$ cat src/rtl/display_scan_ctrl.sv
// Time-multiplexed scan controller for an 8-digit active-low 7-segment display.
// Optional decimal-point output is built when DISPLAY_DP_EN is defined.
module display_scan_ctrl #(
    parameter int SLOT_CYCLES  = 100000,
    parameter int BLANK_CYCLES = 1000
) (
    input  logic       clk,
    input  logic       reset,
    input  logic [7:0] digit_en,
    input  logic [3:0] digit_in,
`ifdef DISPLAY_DP_EN
    input  logic [7:0] dp_mask,
    output logic       dp,
`endif
    output logic [2:0] r_counter,
    output logic [7:0] anodes,
    output logic [6:0] segments,
    output logic       frame_tick
);

    localparam int CW = $clog2(SLOT_CYCLES);
    localparam logic [CW-1:0] SLOT_LAST  = CW'(SLOT_CYCLES - 1);
    localparam logic [CW-1:0] BLANK_LAST = CW'(BLANK_CYCLES - 1);

    typedef enum logic [1:0] {IDLE, BLANK, SHOW} state_t;

    state_t        state;
    logic [CW-1:0] count;
    logic [2:0]    next_idx;

    // First enabled index at or after base, wrapping; callers guarantee en != 0.
    function automatic logic [2:0] first_from(input logic [2:0] base, input logic [7:0] en);
        logic [2:0] idx;
        logic       found;
        first_from = base;
        found      = 1'b0;
        for (int i = 0; i < 8; i++) begin
            idx = base + 3'(i);
            if (!found && en[idx]) begin
                first_from = idx;
                found      = 1'b1;
            end
        end
    endfunction

    function automatic logic [7:0] lit_pattern(input logic [2:0] idx, input logic [7:0] en);
        lit_pattern = 8'hFF;
        if (en[idx]) lit_pattern[idx] = 1'b0;
    endfunction

    assign next_idx = first_from(r_counter + 3'd1, digit_en);

    // Outputs are computed from the state being entered, so anodes go dark on
    // the same edge that r_counter moves.
    always_ff @(posedge clk) begin
        if (reset) begin
            state      <= IDLE;
            count      <= '0;
            r_counter  <= 3'd0;
            anodes     <= 8'hFF;
            frame_tick <= 1'b0;
`ifdef DISPLAY_DP_EN
            dp         <= 1'b1;
`endif
        end else begin
            frame_tick <= 1'b0;
            anodes     <= 8'hFF;
`ifdef DISPLAY_DP_EN
            dp         <= 1'b1;
`endif
            if (digit_en == 8'h00) begin
                state <= IDLE;
                count <= '0;
            end else begin
                case (state)
                    IDLE: begin
                        r_counter <= first_from(r_counter, digit_en);
                        count     <= '0;
                        state     <= BLANK;
                    end
                    BLANK: begin
                        count <= count + 1'b1;
                        if (count == BLANK_LAST) begin
                            state  <= SHOW;
                            anodes <= lit_pattern(r_counter, digit_en);
`ifdef DISPLAY_DP_EN
                            dp     <= ~(dp_mask[r_counter] & digit_en[r_counter]);
`endif
                        end
                    end
                    SHOW: begin
                        if (count == SLOT_LAST) begin
                            r_counter  <= next_idx;
                            frame_tick <= (next_idx <= r_counter);
                            count      <= '0;
                            state      <= BLANK;
                        end else begin
                            count  <= count + 1'b1;
                            anodes <= lit_pattern(r_counter, digit_en);
`ifdef DISPLAY_DP_EN
                            dp     <= ~(dp_mask[r_counter] & digit_en[r_counter]);
`endif
                        end
                    end
                    default: begin
                        state <= IDLE;
                        count <= '0;
                    end
                endcase
            end
        end
    end

    always_comb begin
        segments = 7'h7F;
        case (digit_in)
            4'h0: segments = 7'h40;
            4'h1: segments = 7'h79;
            4'h2: segments = 7'h24;
            4'h3: segments = 7'h30;
            4'h4: segments = 7'h19;
            4'h5: segments = 7'h12;
            4'h6: segments = 7'h02;
            4'h7: segments = 7'h78;
            4'h8: segments = 7'h00;
            4'h9: segments = 7'h10;
            4'hA: segments = 7'h08;
            4'hB: segments = 7'h03;
            4'hC: segments = 7'h46;
            4'hD: segments = 7'h21;
            4'hE: segments = 7'h06;
            4'hF: segments = 7'h0E;
            default: segments = 7'h7F;
        endcase
    end

endmodule

$ cat config.mk
export PLATFORM = sky130hd
export DESIGN_NAME = display_scan_ctrl
export DESIGN_NICKNAME = d
export VERILOG_FILES = /design/src/rtl/display_scan_ctrl.sv
export SDC_FILE = /design/constraint.sdc
export NUM_CORES = 1
export LEC_CHECK = 0
export BUFFER_PORTS_ARGS = -buffer_cell sky130_fd_sc_hd__buf_2
export CAP_MARGIN = 10
export CORE_MARGIN = 3
export CORE_UTILIZATION = 55
export CTS_BUF_LIST = sky130_fd_sc_hd__clkbuf_8
export DETAILED_ROUTE_END_ITERATION = 10
export PLACE_DENSITY = 0.82
export SKIP_LAST_GASP = 1
export SYNTH_ARGS = -nofsm -noshare
export SYNTH_HDL_FRONTEND = slang
export SYNTH_SLANG_ARGS = --single-unit
$ cat constraint.sdc
create_clock -name clk -period 11.9 [get_ports clk]
set_input_delay 1.19 -clock clk [delete_from_list [all_inputs] [get_ports clk]]
set_output_delay 1.19 -clock clk [all_outputs]
set_load 0.01 [all_outputs]
==> results summary <==
The flow ran to the end, and the final reports show no timing, DRC or antenna violations. Hold repair after CTS inserted 0 buffers. The final weighted congestion in routability-driven placement is 0.912.

The compound-gate portion of the synthesized area is 0.169. The endpoint class of the critical path is a register. The number of max-capacitance violations reported came out at 0. The critical path contains buffers and inverters numbering 3 combined. The average vias per placed instance is 6.51. The cell total after placement is 475.

The utilization after layout is 0.613. After clock tree synthesis, the clock-pin slew on the worst setup and hold paths is 0.07 ns. The DRC violation count after routing came out at 0. The time the final worst path needs with I/O delays and setup is 4.53 ns. The total track usage came out at 0.230. Dividing the synthesized area by the synthesized cell count gives 8.70 sq um. In this run, distinct cell masters in the synthesized netlist total 66.

The slew at the pin closest to its max-slew limit came out at 0.747 ns. In this run the critical register-to-register path is captured at frame_tick. The commonest cells after synthesis are sky130_fd_sc_hd__nor2_1 (40), sky130_fd_sc_hd__nand2_1 (35), sky130_fd_sc_hd__dfxtp_1 (31). The count of synthesis-stage warnings from yosys is 0. The min-delay analysis places its worst path in the category register to register. After synthesis, the largest family of logic cells by area is multiplexers.

The die covers 7240 sq um. The sum of net half-perimeters after detailed placement came out at 6.00 mm. The maximum buffer depth of the clock tree came out at 2. The largest single stage delay on the critical path is 0.81 ns. The simple-gate share of the synthesized area is 0.199. The most used flip-flop cell after synthesis is sky130_fd_sc_hd__dfxtp_1. The total overflow left after global routing is 0.

Once placement finished, the instance area stood at 3550 sq um. The number of buffers added for setup after CTS is 0. Following the worst setup path forward leads to its endpoint at frame_tick. The total clock sinks came out at 31.

The number of antenna diodes came out at 0. The number of pins exceeding their max-slew limit in the final report is 0. The count of boundary I/O pins came out at 33. The residual antenna-violating net count after detailed routing is 0.

The cell sitting at the root of the clock tree is a sky130_fd_sc_hd__clkbuf_8. The required arrival time at the worst endpoint is 12.11 ns. The fraction of the cycle the final worst path needs came out at 0.381.

Port buffering added 32 buffers. The synthesized design spends more area on one cell type than any other, namely sky130_fd_sc_hd__dfxtp_1. Setup repair after global routing left no endpoint under its margin.

In the synthesized netlist, the number of instances is 395. The number of global-route vias before repair is 2836. After synthesis, the cell types taking the most area are sky130_fd_sc_hd__dfxtp_1 (18%), sky130_fd_sc_hd__mux4_2 (14%), sky130_fd_sc_hd__ha_1 (7.3%), sky130_fd_sc_hd__mux2i_1 (6.7%), sky130_fd_sc_hd__nor2_1 (4.4%). The netlist area before placement came out at 3440 sq um. The most used routing layer is met2. The net count reported at finish came out at 441. The worst setup path is of the register to register kind. The synthesis-stage register bit count came out at 31. The non-filler instance count after layout came out at 483.

Counting buffers and inverters, the worst setup path is 15 cells deep. The area share of the leading cell type in the synthesized netlist is 0.180. Data on the critical path arrives at its endpoint at 4.74 ns. The multiplexer share of the synthesized area came out at 0.261. The first routing iteration left 233 violations. The number of levels the H-tree was split into came out at 2. The worst relative slew slack is 0.501. The effective utilization at floorplan came out at 0.574.

The fraction of synthesized cell area in xor and xnor cells is 0.0579. In the global route stage, met2 resource usage came out at 0.373. The proportion of layout cells with a drive suffix above 1 is 0.206.

The leakage power total came out at 0.00142 uW. For this run, the detailed router's first-pass iteration total came to 5. The final clock skew came out at 0.00715 ns. After detailed routing, the average wire length per cell comes to 17.0 um. The slowest stage of the critical path is the sky130_fd_sc_hd__dfxtp_1 cell.

The power per cell area came out at 228 nW/um^2. The signal on the critical path passes through inv_1, ha_1, buf_4, mux2i_1, mux4_2, and4_4, nand4_1, o211ai_1, xnor2_1, ha_1, inv_1, a21o_1, a21oi_1, a31oi_1, nor3_1. The depth of the most critical reg-to-reg path is 15. Measured along the x axis, the die boundary spans 85.1 um. STA classifies the critical path startpoint as a register.

Tracing the worst setup path back leads to its startpoint at r_counter[1]. The startpoint identified for the worst register-to-register timing path is r_counter[1]. The aggregate routed wire length is 8.21 mm. The initial antenna violation count came out at 0. The setup slack of the most critical reg-to-reg path came out at 7.37 ns.

The async set or reset register ratio after synthesis is 0. The adder-cell share of the synthesized area came out at 0.0728. Timing analysis after detailed placement gives a worst setup slack of 7.48 ns.

The met3 usage in global routing came out at 0.0456. The most common cell in the synthesized netlist is sky130_fd_sc_hd__nor2_1. The number of endpoints with negative hold slack in the final report is 0. The number of gates resized after CTS is 0. The kind of cell with the highest combined delay along the critical path is multiplexers. In the final timing run, aggregate negative setup slack is 0 ns. The synthesized netlist net count is 429. The layout-stage area growth over the synthesis result came out at 6.77%.

TritonCTS built the clock tree. The floorplan has 28 rows. The global-route wire length before repair came out at 13.9 mm. The peak clock frequency supported by timing is 0.221 GHz. The total vias in the final route is 3145. The die height is 85.1 um. In this run the standard cell core region covers 5990 sq um. Clock latency on the worst-skew pair, taken at its later pin, is 0.28 ns. The number of flops mapped to enable cells by yosys is 0. The number of clock buffers added by TritonCTS is 5. In this run the worst path has a maximum fanout of 30. The pin count of the biggest net entering global routing came out at 31.

The met1 track utilization from global routing came out at 0.313. The final non-filler cell area is 3670 sq um. The total of endpoints with negative setup slack in the final report is 0. The setup slack of the critical path after layout is 7.37 ns. The number of filler instances in the final layout came out at 510. The sequential element share of the synthesized area is 0.180. The maximum vdd ir drop came out at 0.000140 V.
## cells in the final DEF (no fill, tap or decap), types with 3 or more instances in the layout
| cell type | n |
|---|---|
| sky130_fd_sc_hd__nor2_1 | 40 |
| sky130_fd_sc_hd__nand2_1 | 35 |
| sky130_fd_sc_hd__buf_2 | 32 |
| sky130_fd_sc_hd__dfxtp_1 | 31 |
| sky130_fd_sc_hd__mux2i_1 | 23 |
| sky130_fd_sc_hd__mux4_2 | 21 |
| sky130_fd_sc_hd__ha_1 | 20 |
| sky130_fd_sc_hd__nand3_1 | 15 |
| sky130_fd_sc_hd__a21oi_1 | 14 |
| sky130_fd_sc_hd__inv_1 | 12 |
| sky130_fd_sc_hd__xnor2_1 | 11 |
| sky130_fd_sc_hd__a21o_1 | 11 |
| sky130_fd_sc_hd__xor2_1 | 9 |
| sky130_fd_sc_hd__mux2_2 | 9 |
| sky130_fd_sc_hd__o21ai_0 | 9 |
| sky130_fd_sc_hd__nor2b_1 | 7 |
| sky130_fd_sc_hd__nor3_1 | 7 |
| sky130_fd_sc_hd__o211ai_1 | 6 |
| sky130_fd_sc_hd__clkbuf_8 | 6 |
| sky130_fd_sc_hd__nor4_1 | 5 |
| sky130_fd_sc_hd__and3_1 | 5 |
| sky130_fd_sc_hd__and2_1 | 5 |
| sky130_fd_sc_hd__a211oi_1 | 5 |
| sky130_fd_sc_hd__or4_1 | 4 |
| sky130_fd_sc_hd__nand4_1 | 4 |
| sky130_fd_sc_hd__a22o_1 | 4 |
| sky130_fd_sc_hd__o22ai_1 | 3 |
| sky130_fd_sc_hd__a31oi_1 | 3 |
| sky130_fd_sc_hd__mux2_4 | 3 |
| sky130_fd_sc_hd__mux2_1 | 3 |
## layer usage
layer  share of wire  routed length, um
met1            0.43               3560
met2            0.48               3910
met3           0.076                622
met4           0.015                123
met5               0                  0
## state kept, by name, indices dropped and copies added (netlist names)
signal      flops
r_counter       3
frame_tick      1
anodes          8
count          17
state           2
## logic make-up after synthesis
| kind of cell | Yosys count |
|---|---|
| XOR/XNOR | 21 |
| AND/OR/NAND/NOR | 140 |
| AO/OA/AOI/OAI | 80 |
| buffers and inverters | 43 |
| flip-flops | 31 |
| multiplexers | 60 |
| adder cells (fa/ha/maj) | 20 |
## worst min-delay path by stage
stage                         from       end  slack, ns  depth (start not counted)
final                     count[0]  count[0]       0.46                          1
after global routing      count[0]  count[0]       0.49                          1
after CTS                 count[0]  count[0]       0.46                          1
after detailed placement  count[0]  count[0]       0.44                          1
after global placement    count[0]  count[0]       0.43                          1
after floorplan           count[0]  count[0]       0.42                          1
## area by class of cell
class | count | area, sq um | share of cell area
Multi-Input combinational cell | 321 | 2610 | 0.711
Sequential cell | 31 | 621 | 0.169
Timing Repair Buffer | 34 | 175 | 0.0477
Tap cell | 75 | 93.8 | 0.0256
Clock buffer | 6 | 82.6 | 0.0225
Inverter | 14 | 52.6 | 0.0143
Clock inverter | 2 | 35.0 | 0.00954
## through the flow
step	hold WS, ns	total power (uW)
global route	0.487	899
finish	0.460	839
CTS	0.462	827
global placement	0.431	705
detailed placement	0.441	719
floorplan	0.418	615
## power by group
part / total [uW] / internal [uW] / switching, uW
Sequential: 137 / 122 / 15.5
Clock: 107 / 67.7 / 39.3
Combinational: 594 / 262 / 333
Total: 839 / 451 / 387
Power figures use the tool's default switching activity.
